**src/rtl/counter_run_ctrl_pkg.sv**
```systemverilog
// Shared definitions for the counter run controller: state encoding and default widths.
package crc_pkg;

    localparam int RUN_W_DEF = 16;

    typedef enum logic [1:0] {
        IDLE  = 2'd0,
        CLEAR = 2'd1,
        COUNT = 2'd2,
        HOLD  = 2'd3
    } state_t;

endpackage

```
**src/rtl/counter_run_ctrl_if.sv**
```systemverilog
// Control/status bundle between the run controller and its user (software wrapper + datapath).
interface counter_run_ctrl_if
    import crc_pkg::*;
#(
    parameter int RUN_W = RUN_W_DEF
);
    logic             start;
    logic             ack;
    logic             clr_status;
    logic             dp_done;
    logic             en;
    logic             clear;
    logic             busy;
    logic             complete;
    logic [RUN_W-1:0] run_count;
    logic             overrun;
    logic             timeout;

    modport master (
        output start, ack, clr_status, dp_done,
        input  en, clear, busy, complete, run_count, overrun, timeout
    );

    modport slave (
        input  start, ack, clr_status, dp_done,
        output en, clear, busy, complete, run_count, overrun, timeout
    );
endinterface

```
**src/rtl/counter_run_ctrl_sat_counter.sv**
```systemverilog
// Saturating up-counter; a synchronous clear beats a simultaneous increment.
module sat_counter #(
    parameter int W = 16
) (
    input  logic         clk,
    input  logic         rst_n,
    input  logic         inc,
    input  logic         clr,
    output logic [W-1:0] q
);

    always_ff @(posedge clk or negedge rst_n) begin
        if (!rst_n)
            q <= '0;
        else if (clr)
            q <= '0;
        else if (inc && (q != '1))
            q <= q + 1'b1;
    end

endmodule

```
**src/rtl/counter_run_ctrl.sv**
```systemverilog
// Run-control FSM for the counter datapath: start -> clear -> count -> hold-until-ack.
// Optional ack timeout in HOLD is enabled with `define CRC_ACK_TIMEOUT_EN.
module counter_run_ctrl
    import crc_pkg::*;
#(
    parameter int RUN_W       = RUN_W_DEF,
    parameter int ACK_TIMEOUT = 1024
) (
    input  logic               clk,
    input  logic               rst_n,
    counter_run_ctrl_if.slave  bus
);

    if (ACK_TIMEOUT < 2) begin : g_bad_timeout
        $error("counter_run_ctrl: ACK_TIMEOUT must be >= 2");
    end

    state_t state, nxt;
    logic   run_done;
    logic   wait_hit;
    logic   in_hold;

    assign in_hold = (state == HOLD);

    always_ff @(posedge clk or negedge rst_n) begin
        if (!rst_n)
            state <= IDLE;
        else
            state <= nxt;
    end

    always_comb begin
        nxt      = state;
        run_done = 1'b0;
        case (state)
            IDLE:  if (bus.start) nxt = CLEAR;
            CLEAR: nxt = COUNT;
            COUNT: if (bus.dp_done) nxt = HOLD;
            HOLD: begin
                // ack outranks the timeout when both land in the same cycle
                if (bus.ack) begin
                    nxt      = IDLE;
                    run_done = 1'b1;
                end else if (wait_hit) begin
                    nxt = IDLE;
                end
            end
            default: nxt = IDLE;
        endcase
    end

    assign bus.en       = (state == COUNT);
    assign bus.clear    = (state == CLEAR);
    assign bus.busy     = (state != IDLE);
    assign bus.complete = in_hold;

    always_ff @(posedge clk or negedge rst_n) begin
        if (!rst_n)
            bus.overrun <= 1'b0;
        else if (bus.clr_status)
            bus.overrun <= 1'b0;
        else if (bus.start && (state != IDLE))
            bus.overrun <= 1'b1;
    end

    sat_counter #(.W(RUN_W)) u_runs (
        .clk   (clk),
        .rst_n (rst_n),
        .inc   (run_done),
        .clr   (bus.clr_status),
        .q     (bus.run_count)
    );

`ifdef CRC_ACK_TIMEOUT_EN
    localparam int WC_W = $clog2(ACK_TIMEOUT + 1);

    logic [WC_W-1:0] wcnt;

    // Held at zero outside HOLD so every HOLD entry starts a fresh window.
    always_ff @(posedge clk or negedge rst_n) begin
        if (!rst_n)
            wcnt <= '0;
        else if (!in_hold)
            wcnt <= '0;
        else if (!bus.ack)
            wcnt <= wcnt + 1'b1;
    end

    assign wait_hit = in_hold && !bus.ack && (wcnt == WC_W'(ACK_TIMEOUT - 1));

    always_ff @(posedge clk or negedge rst_n) begin
        if (!rst_n)
            bus.timeout <= 1'b0;
        else if (bus.clr_status)
            bus.timeout <= 1'b0;
        else if (wait_hit)
            bus.timeout <= 1'b1;
    end
`else
    assign wait_hit    = 1'b0;
    assign bus.timeout = 1'b0;
`endif

endmodule
```
**src/flat_wrapper.sv**
```systemverilog
// flat-port wrapper written by rule: the top's interface ports become plain ports
module counter_run_ctrl_flat import crc_pkg::*;
#(
    parameter int RUN_W       = RUN_W_DEF,
    parameter int ACK_TIMEOUT = 1024
)
  (clk, rst_n, bus_start, bus_ack, bus_clr_status, bus_dp_done, bus_en, bus_clear, bus_busy, bus_complete, bus_run_count, bus_overrun, bus_timeout);
  counter_run_ctrl_if #(.RUN_W(RUN_W)) bus_i ();
  input  logic clk;
  input  logic rst_n;
  input wire logic [$bits(bus_i.start)-1:0] bus_start;
  input wire logic [$bits(bus_i.ack)-1:0] bus_ack;
  input wire logic [$bits(bus_i.clr_status)-1:0] bus_clr_status;
  input wire logic [$bits(bus_i.dp_done)-1:0] bus_dp_done;
  output wire logic [$bits(bus_i.en)-1:0] bus_en;
  output wire logic [$bits(bus_i.clear)-1:0] bus_clear;
  output wire logic [$bits(bus_i.busy)-1:0] bus_busy;
  output wire logic [$bits(bus_i.complete)-1:0] bus_complete;
  output wire logic [$bits(bus_i.run_count)-1:0] bus_run_count;
  output wire logic [$bits(bus_i.overrun)-1:0] bus_overrun;
  output wire logic [$bits(bus_i.timeout)-1:0] bus_timeout;
  assign bus_i.start = bus_start;
  assign bus_i.ack = bus_ack;
  assign bus_i.clr_status = bus_clr_status;
  assign bus_i.dp_done = bus_dp_done;
  assign bus_en = bus_i.en;
  assign bus_clear = bus_i.clear;
  assign bus_busy = bus_i.busy;
  assign bus_complete = bus_i.complete;
  assign bus_run_count = bus_i.run_count;
  assign bus_overrun = bus_i.overrun;
  assign bus_timeout = bus_i.timeout;
  counter_run_ctrl #(.RUN_W(RUN_W), .ACK_TIMEOUT(ACK_TIMEOUT)) u_core (.clk(clk), .rst_n(rst_n), .bus(bus_i));
endmodule
```
**config.mk**
```make
export PLATFORM = sky130hd
export DESIGN_NAME = counter_run_ctrl_flat
export DESIGN_NICKNAME = d
export VERILOG_FILES = /design/src/rtl/counter_run_ctrl_pkg.sv /design/src/rtl/counter_run_ctrl_if.sv /design/src/rtl/counter_run_ctrl_sat_counter.sv /design/src/rtl/counter_run_ctrl.sv /design/src/flat_wrapper.sv
export SDC_FILE = /design/constraint.sdc
export NUM_CORES = 1
export LEC_CHECK = 0
export CORE_UTILIZATION = 33
export DETAILED_ROUTE_END_ITERATION = 8
export PLACE_DENSITY = 0.66
export SYNTH_ARGS = -nofsm -noshare
export SYNTH_HDL_FRONTEND = slang
export SYNTH_SLANG_ARGS = --single-unit
```
**constraint.sdc**
```tcl
create_clock -name clk -period 2.7 [get_ports clk]
set_input_delay 0.405 -clock clk [delete_from_list [all_inputs] [get_ports clk]]
set_output_delay 0.405 -clock clk [all_outputs]
set_load 0.02 [all_outputs]
```
==> flow_summary.html <==
<table>
<tr><th>Metric</th><th>Value</th></tr>
<tr><th colspan="2">Outcome</th></tr>
<tr><td>Status</td><td>completed</td></tr>
<tr><th colspan="2">Setup path</th></tr>
<tr><td>Worst Path Max Fanout</td><td>7</td></tr>
<tr><td>Cells traversed along the worst timing path</td><td>ha_1 -&gt; nand2_1 -&gt; or4_1 -&gt; or4_1 -&gt; a21oi_1</td></tr>
<tr><td>Most frequent cell on the critical path</td><td>sky130_fd_sc_hd__or4_1</td></tr>
<tr><td>Sort of element at the start of the critical path</td><td>flop</td></tr>
<tr><td>Endpoint kind of the worst setup timing path</td><td>flop</td></tr>
<tr><td>Arr. time, crit path</td><td>2420 ps</td></tr>
<tr><td>Beginning of the worst register-to-register path</td><td>u_core.state[0]</td></tr>
<tr><td>Max stage delay on crit path</td><td>640 ps</td></tr>
<tr><td>Startpoint-to-endpoint class of the critical path</td><td>flop to flop</td></tr>
<tr><td>Standard cell with the maximum stage delay on the critical path</td><td>sky130_fd_sc_hd__or4_1</td></tr>
<tr><td>Worst setup path startpoint</td><td>u_core.state[0]</td></tr>
<tr><td>Required arrival time at the worst endpoint</td><td>2930 ps</td></tr>
<tr><th colspan="2">Synth</th></tr>
<tr><td>Cell area after synthesis</td><td>1100 µm²</td></tr>
<tr><td>Most frequently used flop master after synthesis</td><td>sky130_fd_sc_hd__dfrtp_1</td></tr>
<tr><td>Share of async-settable or async-resettable flops after synthesis</td><td>1.00</td></tr>
<tr><td>Number of synthesized register bits</td><td>19</td></tr>
<tr><td>Number of enable flip-flop cells after synthesis</td><td>0</td></tr>
<tr><td>Count of unique library cells instantiated by Yosys</td><td>31</td></tr>
<tr><td>Average instance area after synthesis</td><td>9.21 µm²</td></tr>
<tr><td>Number of instances in the synthesized netlist</td><td>120</td></tr>
<tr><td>Number of warnings printed during yosys synthesis</td><td>0</td></tr>
<tr><td>Sequential-to-total area share from yosys stat</td><td>0.430</td></tr>
<tr><td>Syn nets</td><td>132</td></tr>
<tr><th colspan="2">CTS</th></tr>
<tr><td>Number of H-tree levels</td><td>1</td></tr>
<tr><td>Post-CTS setup buffers</td><td>0</td></tr>
<tr><td>Clock root cell</td><td>sky130_fd_sc_hd__clkbuf_4</td></tr>
<tr><td>Total clock buffers created by CTS</td><td>3</td></tr>
<tr><td>Clock insertion delay at the later pin of the skew report</td><td>300 ps</td></tr>
<tr><td>Cells resized by post-CTS repair</td><td>0</td></tr>
<tr><td>Cts-stage hold buffer count</td><td>0</td></tr>
<tr><td>Clock tree from TritonCTS</td><td>built</td></tr>
<tr><td>Clock-pin transition on the worst setup and hold timing paths</td><td>110 ps</td></tr>
<tr><td>Clock buffer depth</td><td>2</td></tr>
<tr><td>Number of sinks driven by the clock tree</td><td>19</td></tr>
<tr><th colspan="2">Routing</th></tr>
<tr><td>Wire length reported by the detailed router</td><td>2.54 mm</td></tr>
<tr><td>Final routed DRC violation total</td><td>0</td></tr>
<tr><td>DR vias</td><td>1009</td></tr>
<tr><td>Number of iterations in the first detailed-routing pass</td><td>4</td></tr>
<tr><td>Antenna Violating Nets Remaining</td><td>0</td></tr>
<tr><td>Per-cell routed wire length</td><td>13.3 µm</td></tr>
<tr><td>Starting DRC count in detailed routing</td><td>13</td></tr>
<tr><td>Avg Vias per Cell</td><td>5.31</td></tr>
<tr><th colspan="2">Die</th></tr>
<tr><td>Total number of placement rows</td><td>20</td></tr>
<tr><td>Effective utilization at floorplan</td><td>0.356</td></tr>
<tr><td>Height of the die</td><td>59.9 µm</td></tr>
<tr><td>Die Wd</td><td>59.9 µm</td></tr>
<tr><td>I/O pins</td><td>28</td></tr>
<tr><td>Floorplan core area</td><td>3100 µm²</td></tr>
<tr><td>Die footprint</td><td>3580 µm²</td></tr>
<tr><th colspan="2">Finish</th></tr>
<tr><td>Non-filler instance count after layout</td><td>190</td></tr>
<tr><td>Share of final-layout standard cells stronger than drive strength 1</td><td>0.0548</td></tr>
<tr><td>Multi-input gate area in the final layout</td><td>571 µm²</td></tr>
<tr><td>Signed area change from the synthesized netlist to the final layout</td><td>30.0%</td></tr>
<tr><td>Most common cell after layout, fill and taps aside</td><td>sky130_fd_sc_hd__clkdlybuf4s50_1</td></tr>
<tr><td>Count of inserted antenna diode cells</td><td>0</td></tr>
<tr><td>Most used cells in the layout excluding fill and tap cells</td><td>sky130_fd_sc_hd__clkdlybuf4s50_1 (26), sky130_fd_sc_hd__dfrtp_1 (19), sky130_fd_sc_hd__a21oi_1 (15), sky130_fd_sc_hd__nand3_1 (8)</td></tr>
<tr><td>Storage cell area</td><td>475 µm²</td></tr>
<tr><td>Count of filler cells inserted in the layout</td><td>341</td></tr>
<tr><td>Nets@finish</td><td>159</td></tr>
<tr><th colspan="2">Power and ir drop</th></tr>
<tr><td>Power density over the cells</td><td>547 nW/µm²</td></tr>
<tr><td>Static leakage</td><td>0.000542 µW</td></tr>
<tr><td>Max VDD drop</td><td>0.000407 V</td></tr>
<tr><th colspan="2">STA</th></tr>
<tr><td>Tmin final</td><td>2180 ps</td></tr>
<tr><td>Pins Over Slew Limit</td><td>0</td></tr>
<tr><td>Setup repair after global routing missed its margin</td><td>no</td></tr>
<tr><td>Final Hold Fails</td><td>0</td></tr>
<tr><td>Worst slew pin tran</td><td>849 ps</td></tr>
<tr><td>Worst-case clock skew</td><td>3.98 ps</td></tr>
<tr><td>Final period utilization</td><td>0.809</td></tr>
<tr><td>Slew headroom</td><td>0.432</td></tr>
<tr><td>Final setup violation count</td><td>0</td></tr>
<tr><td>Final total negative setup slack</td><td>0 ps</td></tr>
<tr><td>Peak clock frequency supported by timing</td><td>458 MHz</td></tr>
<tr><th colspan="2">Placed design</th></tr>
<tr><td>Detailed placement HPWL</td><td>1.84 mm</td></tr>
<tr><td>I/O Buffers</td><td>26</td></tr>
<tr><td>Total instance count after detailed placement</td><td>186</td></tr>
<tr><td>Final weighted congestion in routability-driven placement</td><td>0.772</td></tr>
<tr><th colspan="2">Global routing</th></tr>
<tr><td>Vias in the first global route</td><td>1021</td></tr>
<tr><td>Sum of overflow across all layers after global routing</td><td>0</td></tr>
<tr><td>Number of antenna violations at the first check in global routing</td><td>0</td></tr>
<tr><td>Wire length of the first global-routing pass</td><td>4.45 mm</td></tr>
<tr><td>Pin count of the biggest net entering global routing</td><td>20</td></tr>
<tr><td>Aggregate global-route resource usage</td><td>0.167</td></tr>
<tr><th colspan="2">Run</th></tr>
<tr><td>Number of max-capacitance violations reported</td><td>0</td></tr>
<tr><th colspan="2">Min path</th></tr>
<tr><td>Worst hold-check path type</td><td>flop to flop</td></tr>
<tr><td>Worst Hold Launch</td><td>u_core.bus.overrun</td></tr>
</table>
## flip-flops by register name, summed over array words and instances (netlist names)
| register | count |
|---|---|
| u_core.u_runs.q | 16 |
| u_core.state | 2 |
| u_core.bus.overrun | 1 |
## metrics by stage
| stage | setup slack (ps) | utilization | power [µW] | hold slack [ps] | area (µm²) |
|---|---|---|---|---|---|
| floorplan | 546 | - | 525 | 109 | 1100 |
| global placement | 356 | 0.454 | 637 | 504 | 1410 |
| detailed placement | 292 | 0.454 | 644 | 498 | 1410 |
| CTS | 523 | 0.463 | 801 | 528 | 1440 |
| global route | 425 | 0.463 | 837 | 569 | 1440 |
| finish | 515 | 0.463 | 786 | 525 | 1440 |
## cell families after synthesis
| group | count (synthesis) | synth area share |
|---|---|---|
| AO/OA/AOI/OAI | 33 | 0.183 |
| adder cells (fa/ha/maj) | 6 | 0.0679 |
| buffers and inverters | 14 | 0.0532 |
| flip-flops | 19 | 0.430 |
| multiplexers | 3 | 0.0306 |
| other | 1 | 0.00339 |
| AND/OR/NAND/NOR | 44 | 0.231 |
## metal layers
layer / wire length (µm) / GRT usage / up-vias
met1: 1170 / 0.205 / 474
met2: 1200 / 0.273 / 28
met5: 0 / 0 / -
li1: - / - / 502
met3: 123 / 0.0390 / 5
met4: 50 / 0.0797 / 0
## path summary, 6_finish.rpt
kind	slack [ps]	end	depth (start not counted)
hold reg to reg	520	u_core.bus.overrun	2
hold / removal	520	u_core.bus.overrun	2
max in group asynchronous	1600	u_core.u_runs.q[6]	1
min in group asynchronous	580	u_core.u_runs.q[15]	1
setup reg to reg	520	u_core.u_runs.q[11]	5
setup / recovery	520	u_core.u_runs.q[11]	5
## synthesized netlist by cell type (all sizes together), types with 4 or more instances
library cell   n  area, µm²
o21ai          5       25.0
nand3          8       40.0
a21oi         15       75.1
nand2          4       15.0
nor3           4       20.0
o31ai          7       52.6
inv            7       26.3
or4            6       45.0
buf            4       21.3
dfrtp         19        475
ha             6       75.1
or3            7       43.8
## power breakdown
group          switching [µW]  leakage (µW)  internal [µW]  total, µW
logic                     163      0.000268            142        305
registers                25.7      0.000259            309        335
clock network            88.9     0.0000150           57.6        147
## area by class of cell
type	count	area share
inverters	7	0.0183
clock buffers	4	0.0183
multi-input cells	87	0.397
flip-flops and latches	19	0.331
well taps	44	0.0383
repair buffers	29	0.197
## worst max-delay path, delay by kind of cell (launching register included)
family	cells	cell delay, ps
AND/OR/NAND/NOR	3	1260
AO/OA/AOI/OAI	1	160
flip-flops	1	430
adder cells (fa/ha/maj)	1	270
Note: power is estimated with default switching activity, not from simulation.
